--- config.mk ---
export PLATFORM = sky130hd
export DESIGN_NAME = spinner_quad
export DESIGN_NICKNAME = d
export VERILOG_FILES = /design/src/rtl/spinner_pkg.sv /design/src/rtl/spinner_quad_debounce.sv /design/src/rtl/spinner_quad.sv
export SDC_FILE = /design/constraint.sdc
export NUM_CORES = 1
export LEC_CHECK = 0
export BUFFER_PORTS_ARGS = -buffer_cell sky130_fd_sc_hd__buf_2
export CAP_MARGIN = 5
export CORE_ASPECT_RATIO = 0.9
export CORE_MARGIN = 2
export CORE_UTILIZATION = 45
export DETAILED_ROUTE_END_ITERATION = 8
export SYNTH_ARGS = -nofsm -noshare
export SYNTH_HDL_FRONTEND = slang
export SYNTH_SLANG_ARGS = --single-unit
--- constraint.sdc ---
create_clock -name clk -period 7 [get_ports clk]
set_input_delay 0.35 -clock clk [delete_from_list [all_inputs] [get_ports clk]]
set_output_delay 0.35 -clock clk [all_outputs]
set_load 0.05 [all_outputs]
--- src/rtl/spinner_pkg.sv ---
`default_nettype none
// ============================================================================
// Module   : spinner_pkg
// Purpose  : Shared types, constants and Gray-code step helpers for the
//            spinner quadrature front end.
// Contents : ACC_W_DEFAULT  - default residual accumulator width
//            DELTA_MAX      - largest magnitude published per sample
//            quad_t         - 2-bit {A,B} quadrature state
//            step_t         - signed 2-bit step (-1 / 0 / +1)
//            quad_step()    - decode prev->cur into a step
//            quad_illegal() - true when both phases changed at once
// Revision : 1.0 - initial release
// ============================================================================
package spinner_pkg;

    localparam int ACC_W_DEFAULT = 12;
    localparam int DELTA_MAX     = 127;

    typedef logic [1:0]        quad_t;
    typedef logic signed [1:0] step_t;

    localparam step_t STEP_NONE = 2'sb00;
    localparam step_t STEP_FWD  = 2'sb01;
    localparam step_t STEP_REV  = 2'sb11;

    // Forward order of the Gray sequence is 00 -> 01 -> 11 -> 10 -> 00.
    function automatic step_t quad_step(input quad_t prev, input quad_t cur);
        step_t s;
        case ({prev, cur})
            4'b0001, 4'b0111, 4'b1110, 4'b1000: s = STEP_FWD;
            4'b0100, 4'b1101, 4'b1011, 4'b0010: s = STEP_REV;
            default:                            s = STEP_NONE;
        endcase
        return s;
    endfunction

    function automatic logic quad_illegal(input quad_t prev, input quad_t cur);
        return (prev ^ cur) == 2'b11;
    endfunction

endpackage
`default_nettype wire

--- src/rtl/spinner_quad_debounce.sv ---
`default_nettype none
// ============================================================================
// Module   : quad_debounce
// Purpose  : Two-flop synchroniser plus level debouncer for one encoder phase.
//            A new level is accepted once the synchronised input has
//            disagreed with the accepted level for DEBOUNCE consecutive cycles.
// Ports    : clk   - core clock
//            reset - synchronous, active-high
//            raw   - asynchronous phase input
//            level - debounced, accepted level
// Revision : 1.0 - initial release
// ============================================================================
module quad_debounce #(
    parameter int DEBOUNCE = 4
) (
    input  logic clk,
    input  logic reset,
    input  logic raw,
    output logic level
);

    localparam logic [7:0] C_LAST = 8'(DEBOUNCE - 1);

    logic       r_sync1;
    logic       r_sync2;
    logic       r_level;
    logic [7:0] r_cnt;

    always_ff @(posedge clk) begin
        if (reset) begin
            r_sync1 <= 1'b0;
            r_sync2 <= 1'b0;
            r_level <= 1'b0;
            r_cnt   <= 8'd0;
        end else begin
            r_sync1 <= raw;
            r_sync2 <= r_sync1;
            if (r_sync2 == r_level) begin
                r_cnt <= 8'd0;
            end else if (r_cnt == C_LAST) begin
                // This cycle is the DEBOUNCE-th disagreeing sample.
                r_level <= r_sync2;
                r_cnt   <= 8'd0;
            end else begin
                r_cnt <= r_cnt + 8'd1;
            end
        end
    end

    assign level = r_level;

endmodule
`default_nettype wire

--- src/rtl/spinner_quad.sv ---
`default_nettype none
// ============================================================================
// Module   : spinner_quad
// Purpose  : Quadrature encoder front end. Debounces A/B, decodes Gray steps
//            into a saturating signed residual, and on each tick publishes a
//            clamped signed 8-bit delta with a toggling new-sample flag.
// Ports    : clk      - core clock
//            reset    - synchronous, active-high
//            quad_a   - encoder phase A (asynchronous)
//            quad_b   - encoder phase B (asynchronous)
//            tick     - single-cycle emission strobe
//            spin_out - [8] sample toggle, [7:0] signed delta
//            glitch   - one-cycle pulse after an illegal A/B transition
// Revision : 1.0 - initial release
// ============================================================================
module spinner_quad
    import spinner_pkg::*;
#(
    parameter int DEBOUNCE = 4,
    parameter bit INVERT   = 1'b0,
    parameter int ACC_W    = ACC_W_DEFAULT
) (
    input  logic       clk,
    input  logic       reset,
    input  logic       quad_a,
    input  logic       quad_b,
    input  logic       tick,
    output logic [8:0] spin_out,
    output logic       glitch
);

    localparam int SUM_W = ACC_W + 2;
    localparam logic signed [SUM_W-1:0] C_ACC_MAX = SUM_W'((1 << (ACC_W - 1)) - 1);
    localparam logic signed [SUM_W-1:0] C_ACC_MIN = -C_ACC_MAX;
    localparam logic signed [ACC_W-1:0] C_DMAX    = ACC_W'(DELTA_MAX);
    localparam logic signed [ACC_W-1:0] C_DMIN    = -C_DMAX;

    typedef enum logic [0:0] {
        PRIME_WAIT = 1'b0,
        PRIME_DONE = 1'b1
    } prime_state_t;

    logic                    w_a;
    logic                    w_b;
    quad_t                   w_cur;
    prime_state_t            r_state;
    prime_state_t            w_state_next;
    quad_t                   r_prev;
    step_t                   w_step;
    step_t                   w_step_dir;
    logic                    w_illegal;
    logic signed [ACC_W-1:0] r_acc;
    logic signed [ACC_W-1:0] w_acc_next;
    logic signed [7:0]       w_emit;
    logic                    w_emit_en;
    logic signed [SUM_W-1:0] w_sum;
    logic [8:0]              r_spin;
    logic                    r_glitch;

    quad_debounce #(.DEBOUNCE(DEBOUNCE)) u_deb_a (
        .clk   (clk),
        .reset (reset),
        .raw   (quad_a),
        .level (w_a)
    );

    quad_debounce #(.DEBOUNCE(DEBOUNCE)) u_deb_b (
        .clk   (clk),
        .reset (reset),
        .raw   (quad_b),
        .level (w_b)
    );

    assign w_cur = {w_a, w_b};

    always_ff @(posedge clk) begin
        if (reset) begin
            r_state <= PRIME_WAIT;
        end else begin
            r_state <= w_state_next;
        end
    end

    // While unprimed the current levels only become the baseline.
    always_comb begin
        w_state_next = r_state;
        w_step       = STEP_NONE;
        w_illegal    = 1'b0;
        case (r_state)
            PRIME_WAIT: w_state_next = PRIME_DONE;
            PRIME_DONE: begin
                w_step    = quad_step(r_prev, w_cur);
                w_illegal = quad_illegal(r_prev, w_cur);
            end
            default:    w_state_next = PRIME_WAIT;
        endcase
    end

    assign w_step_dir = INVERT ? -w_step : w_step;

    // Emission uses the pre-step residual; clamp keeps -128 out of the stream.
    assign w_emit_en = tick && (r_acc != '0);

    always_comb begin
        w_emit = 8'sd0;
        if (w_emit_en) begin
            if (r_acc > C_DMAX) begin
                w_emit = 8'sd127;
            end else if (r_acc < C_DMIN) begin
                w_emit = -8'sd127;
            end else begin
                w_emit = r_acc[7:0];
            end
        end
    end

    assign w_sum = SUM_W'(r_acc) - SUM_W'(w_emit) + SUM_W'(w_step_dir);

    always_comb begin
        w_acc_next = w_sum[ACC_W-1:0];
        if (w_sum > C_ACC_MAX) begin
            w_acc_next = C_ACC_MAX[ACC_W-1:0];
        end else if (w_sum < C_ACC_MIN) begin
            w_acc_next = C_ACC_MIN[ACC_W-1:0];
        end
    end

    always_ff @(posedge clk) begin
        if (reset) begin
            r_prev   <= 2'b00;
            r_acc    <= '0;
            r_spin   <= 9'h000;
            r_glitch <= 1'b0;
        end else begin
            r_prev   <= w_cur;
            r_acc    <= w_acc_next;
            r_glitch <= w_illegal;
            if (w_emit_en) begin
                r_spin <= {~r_spin[8], w_emit};
            end
        end
    end

    assign spin_out = r_spin;
    assign glitch   = r_glitch;

endmodule
`default_nettype wire

==> summary.md <==
| Metric | Value |
|---|---|
| Status | finished clean |
| Largest net degree at the start of global routing | 23 |
| Die width | 89.7 µm |
| Synth top cells by count | dfxtp_1 (47), nor2_1 (43), inv_1 (39) |
| CTS resizes | 0 |
| Setup TNS Final | 0 ns |
| Vias in the first global route | 2261 |
| All-Layer GR Usage | 17.5% |
| Crit path cell chain | or4_1 -> o31ai_1 -> buf_4 -> nor2_1 -> o21a_1 -> fa_1 -> inv_1 -> ha_1 -> a211oi_1 -> o21ai_1 -> o211a_1 -> or3_1 -> and2_1 -> nand3_1 -> o22ai_1 |
| Required @ worst endpoint | 7.14 ns |
| Ys Warns | 0 |
| Tcrit/Tclk final | between 60% and 70% |
| Number of synthesized flops with an enable pin | 0 |
| Seq/Total Area, Yosys | 31.6% |
| Post-Synth Simple-Gate Area | between 10% and 20% |
| Fillers | 635 |
| Hold Vio Cnt, Final | 0 |
| Post-synth cell types | 49 |
| Max incr delay on CP | 0.57 ns |
| Initial antenna violation count | 0 |
| CTS tree | built |
| Via/cell ratio | 5.18 |
| Top cell type by total area after synthesis | dfxtp_1 |
| Largest family of logic cells by synthesized area | compound AO/OA/AOI/OAI gates |
| Worst setup EP type | flip-flop |
| Antenna diode count | 0 |
| Nets | 395 |
| IO Count | 15 |
| Initial DRC Count | 165 |
| FP Rows | 28 |
| Adder-cell share of the synthesized area | 16.5% |
| Setup repair bufs after CTS | 0 |
| Share of cells above drive strength 1 | approximately 8.9% |
| Crit-path max FO | 11 |
| CTS Buffer Depth | 2 |
| Compound-Gate Fraction of Synth Area | 18.5% |
| Mapped Nets | approximately 380 |
| Worst path arrival time | 4.66 ns |
| Crit path launch type | flip-flop |
| Post-Synthesis Cells | 338 |
| Num CTS Buffers | 5 |
| Via count | 2327 |
| Post-Synthesis Cell Area | 0.00298 mm² |
| DRC Markers | 0 |
| Die footprint | roughly 0.0073 mm² |
| F_max | 222 MHz |
| Max_slew headroom | 52.2% |
| GR Overflow Total | 0 |
| Skew-Pair Late Insertion Delay | just under 0.3 ns |
| Layout area overhead | 10.7% |
| Placer Congestion | roughly 0.83 |
| Max stage delay cell, worst path | fa_1 |
| Crit Path Class | flip-flop to flip-flop |
| Clock Pin Slew Worst Setup and Hold Paths | 0.08 ns |
| Final WL | 6110 µm |
| First-pass GRT wire length | 10400 µm |
| Endpoints failing setup | 0 |
| Slew @ Worst Pin | 0.713 ns |
| Slew Limit Fails | 0 |
| Post-detail-place hpwl | 4880 µm |
| H-tree depth | 2 |
| Hold Crit Class | primary input to flip-flop |
| Hold-fix buffers, CTS | 0 |
| # clock sinks | 47 |
| Starting Density | 45.9% |
| Post-synth ARST share | 0% |
| Post-Synth XOR/XNOR Area | 7.90% |
| #FFs+latches synth | 47 |
| Die height | about 81 µm |
| Area contributors post-synth | dfxtp_1 (32%), ha_1 (8.4%), fa_1 (8.1%) |
| Clock root buffer | clkbuf_8 |
| WL/cell | 13.6 µm |
| Post-synthesis mux area share | 2.10% |
| Most used DFF post-synth | dfxtp_1 |
| Synth Area per Inst | between 8 and 9 µm² |
| Core Footprint | 0.00648 mm² |
| First-pass DRT Iterations | 4 |
| Maxcap violations | 0 |
| Clock skew | 0.00579 ns |
| RSZ-0062 raised after global routing | false |
| Most common cell in the netlist | dfxtp_1 |
| Final min period | ~4.5 ns |
| PortBufs | 14 |
| Yosys top cell area share | 31.6% |
| ANT nets after route | 0 |
==> per-layer routing <==
| metal | global-route usage [%] | up-vias | wire length, µm |
|---|---|---|---|
| met1 | 23.7 | 1098 | 3160 |
| met2 | 30.3 | 35 | 2750 |
| met5 | 0 | - | 0 |
| li1 | - | 1192 | - |
| met4 | 2.77 | 0 | 27 |
| met3 | 2.88 | 2 | 168 |
==> metrics by stage <==
stage	setup WS [ns]	instances	util, %	hold WS, ns	instance area, µm²
CTS	2.50	449	50.8	0.256	3300
global route	2.16	449	50.8	0.258	3300
global placement	2.63	441	48.8	0.420	3160
floorplan	2.67	338	-	0.414	2980
detailed placement	2.52	441	48.8	0.429	3160
finish	2.49	449	50.8	0.263	3300
==> sequential cells by signal, summed over array words and instances, names as in the netlist <==
signal and flops:
u_deb_b.r_sync2 1, u_deb_a.r_cnt 8, u_deb_b.r_cnt 8, spin_out 9
u_deb_b.r_sync1 1, r_prev 2, u_deb_a.level 1, u_deb_a.r_sync1 1
r_state 1, r_acc 12, u_deb_b.level 1, u_deb_a.r_sync2 1
glitch 1
==> kinds of logic (layout without fill, tap and decap cells) <==
family          Yosys count  in the layout
fa+ha+maj                32             32
xor+xnor                 26             26
compound gates           76             76
mux                       6              6
simple gates            109            109
flops                    47             47
buf+inv                  42             63
==> worst max-delay path: cells and delay by family (launching register included) <==
kind	cells	cell delay, ns
adder cells (fa/ha/maj)	2	0.88
AND/OR/NAND/NOR	5	1.59
AO/OA/AOI/OAI	6	1.28
buffers and inverters	2	0.28
flip-flops	1	0.35
==> final timing paths <==
| path | startpoint | to | slack [ns] | cells after the start |
|---|---|---|---|---|
| worst min-delay path | quad_a | u_deb_a.r_sync1 | 0.26 | 2 |
| worst max-delay path | r_acc[11] | r_acc[7] | 2.49 | 15 |
| worst max register to register | r_acc[11] | r_acc[7] | 2.49 | 15 |
| worst min register to register | u_deb_b.r_sync1 | u_deb_b.r_sync2 | 0.44 | 1 |
==> final cells by class <==
cell class / instances / area [µm²] / share of cell area, %
tap: 90 / 113 / 3.42
timing repair buffer: 16 / 85.1 / 2.58
clock inverter: 2 / 60.1 / 1.82
inverter: 39 / 146 / 4.44
sequential: 47 / 941 / 28.5
multi-input combinational: 249 / 1880 / 57.0
clock buffer: 6 / 72.6 / 2.20
==> cell usage in the layout (no fill, tap or decap), types with 2 or more instances in the layout <==
master / count
dfxtp_1: 47
clkbuf_8: 5
a211oi_1: 2
and2_1: 3
o211ai_1: 2
nor3_1: 10
o21ai_1: 9
o21ai_0: 9
nor2b_1: 6
and4_1: 2
nand3_1: 10
xor2_1: 13
fa_1: 12
nor4b_1: 2
o21a_1: 7
buf_2: 14
bufinv_16: 2
a21o_1: 14
nor2_1: 43
mux2i_1: 4
nand2_1: 11
xnor2_1: 12
nand2b_1: 4
o211a_1: 2
inv_1: 39
a21oi_1: 17
o31ai_1: 2
mux2_2: 2
and3_1: 7
buf_4: 2
nand4_1: 4
nor3b_1: 2
ha_1: 20
Power is not shown: default switching activity piles up to over one toggle a cycle in this logic, so the estimate is an artifact.
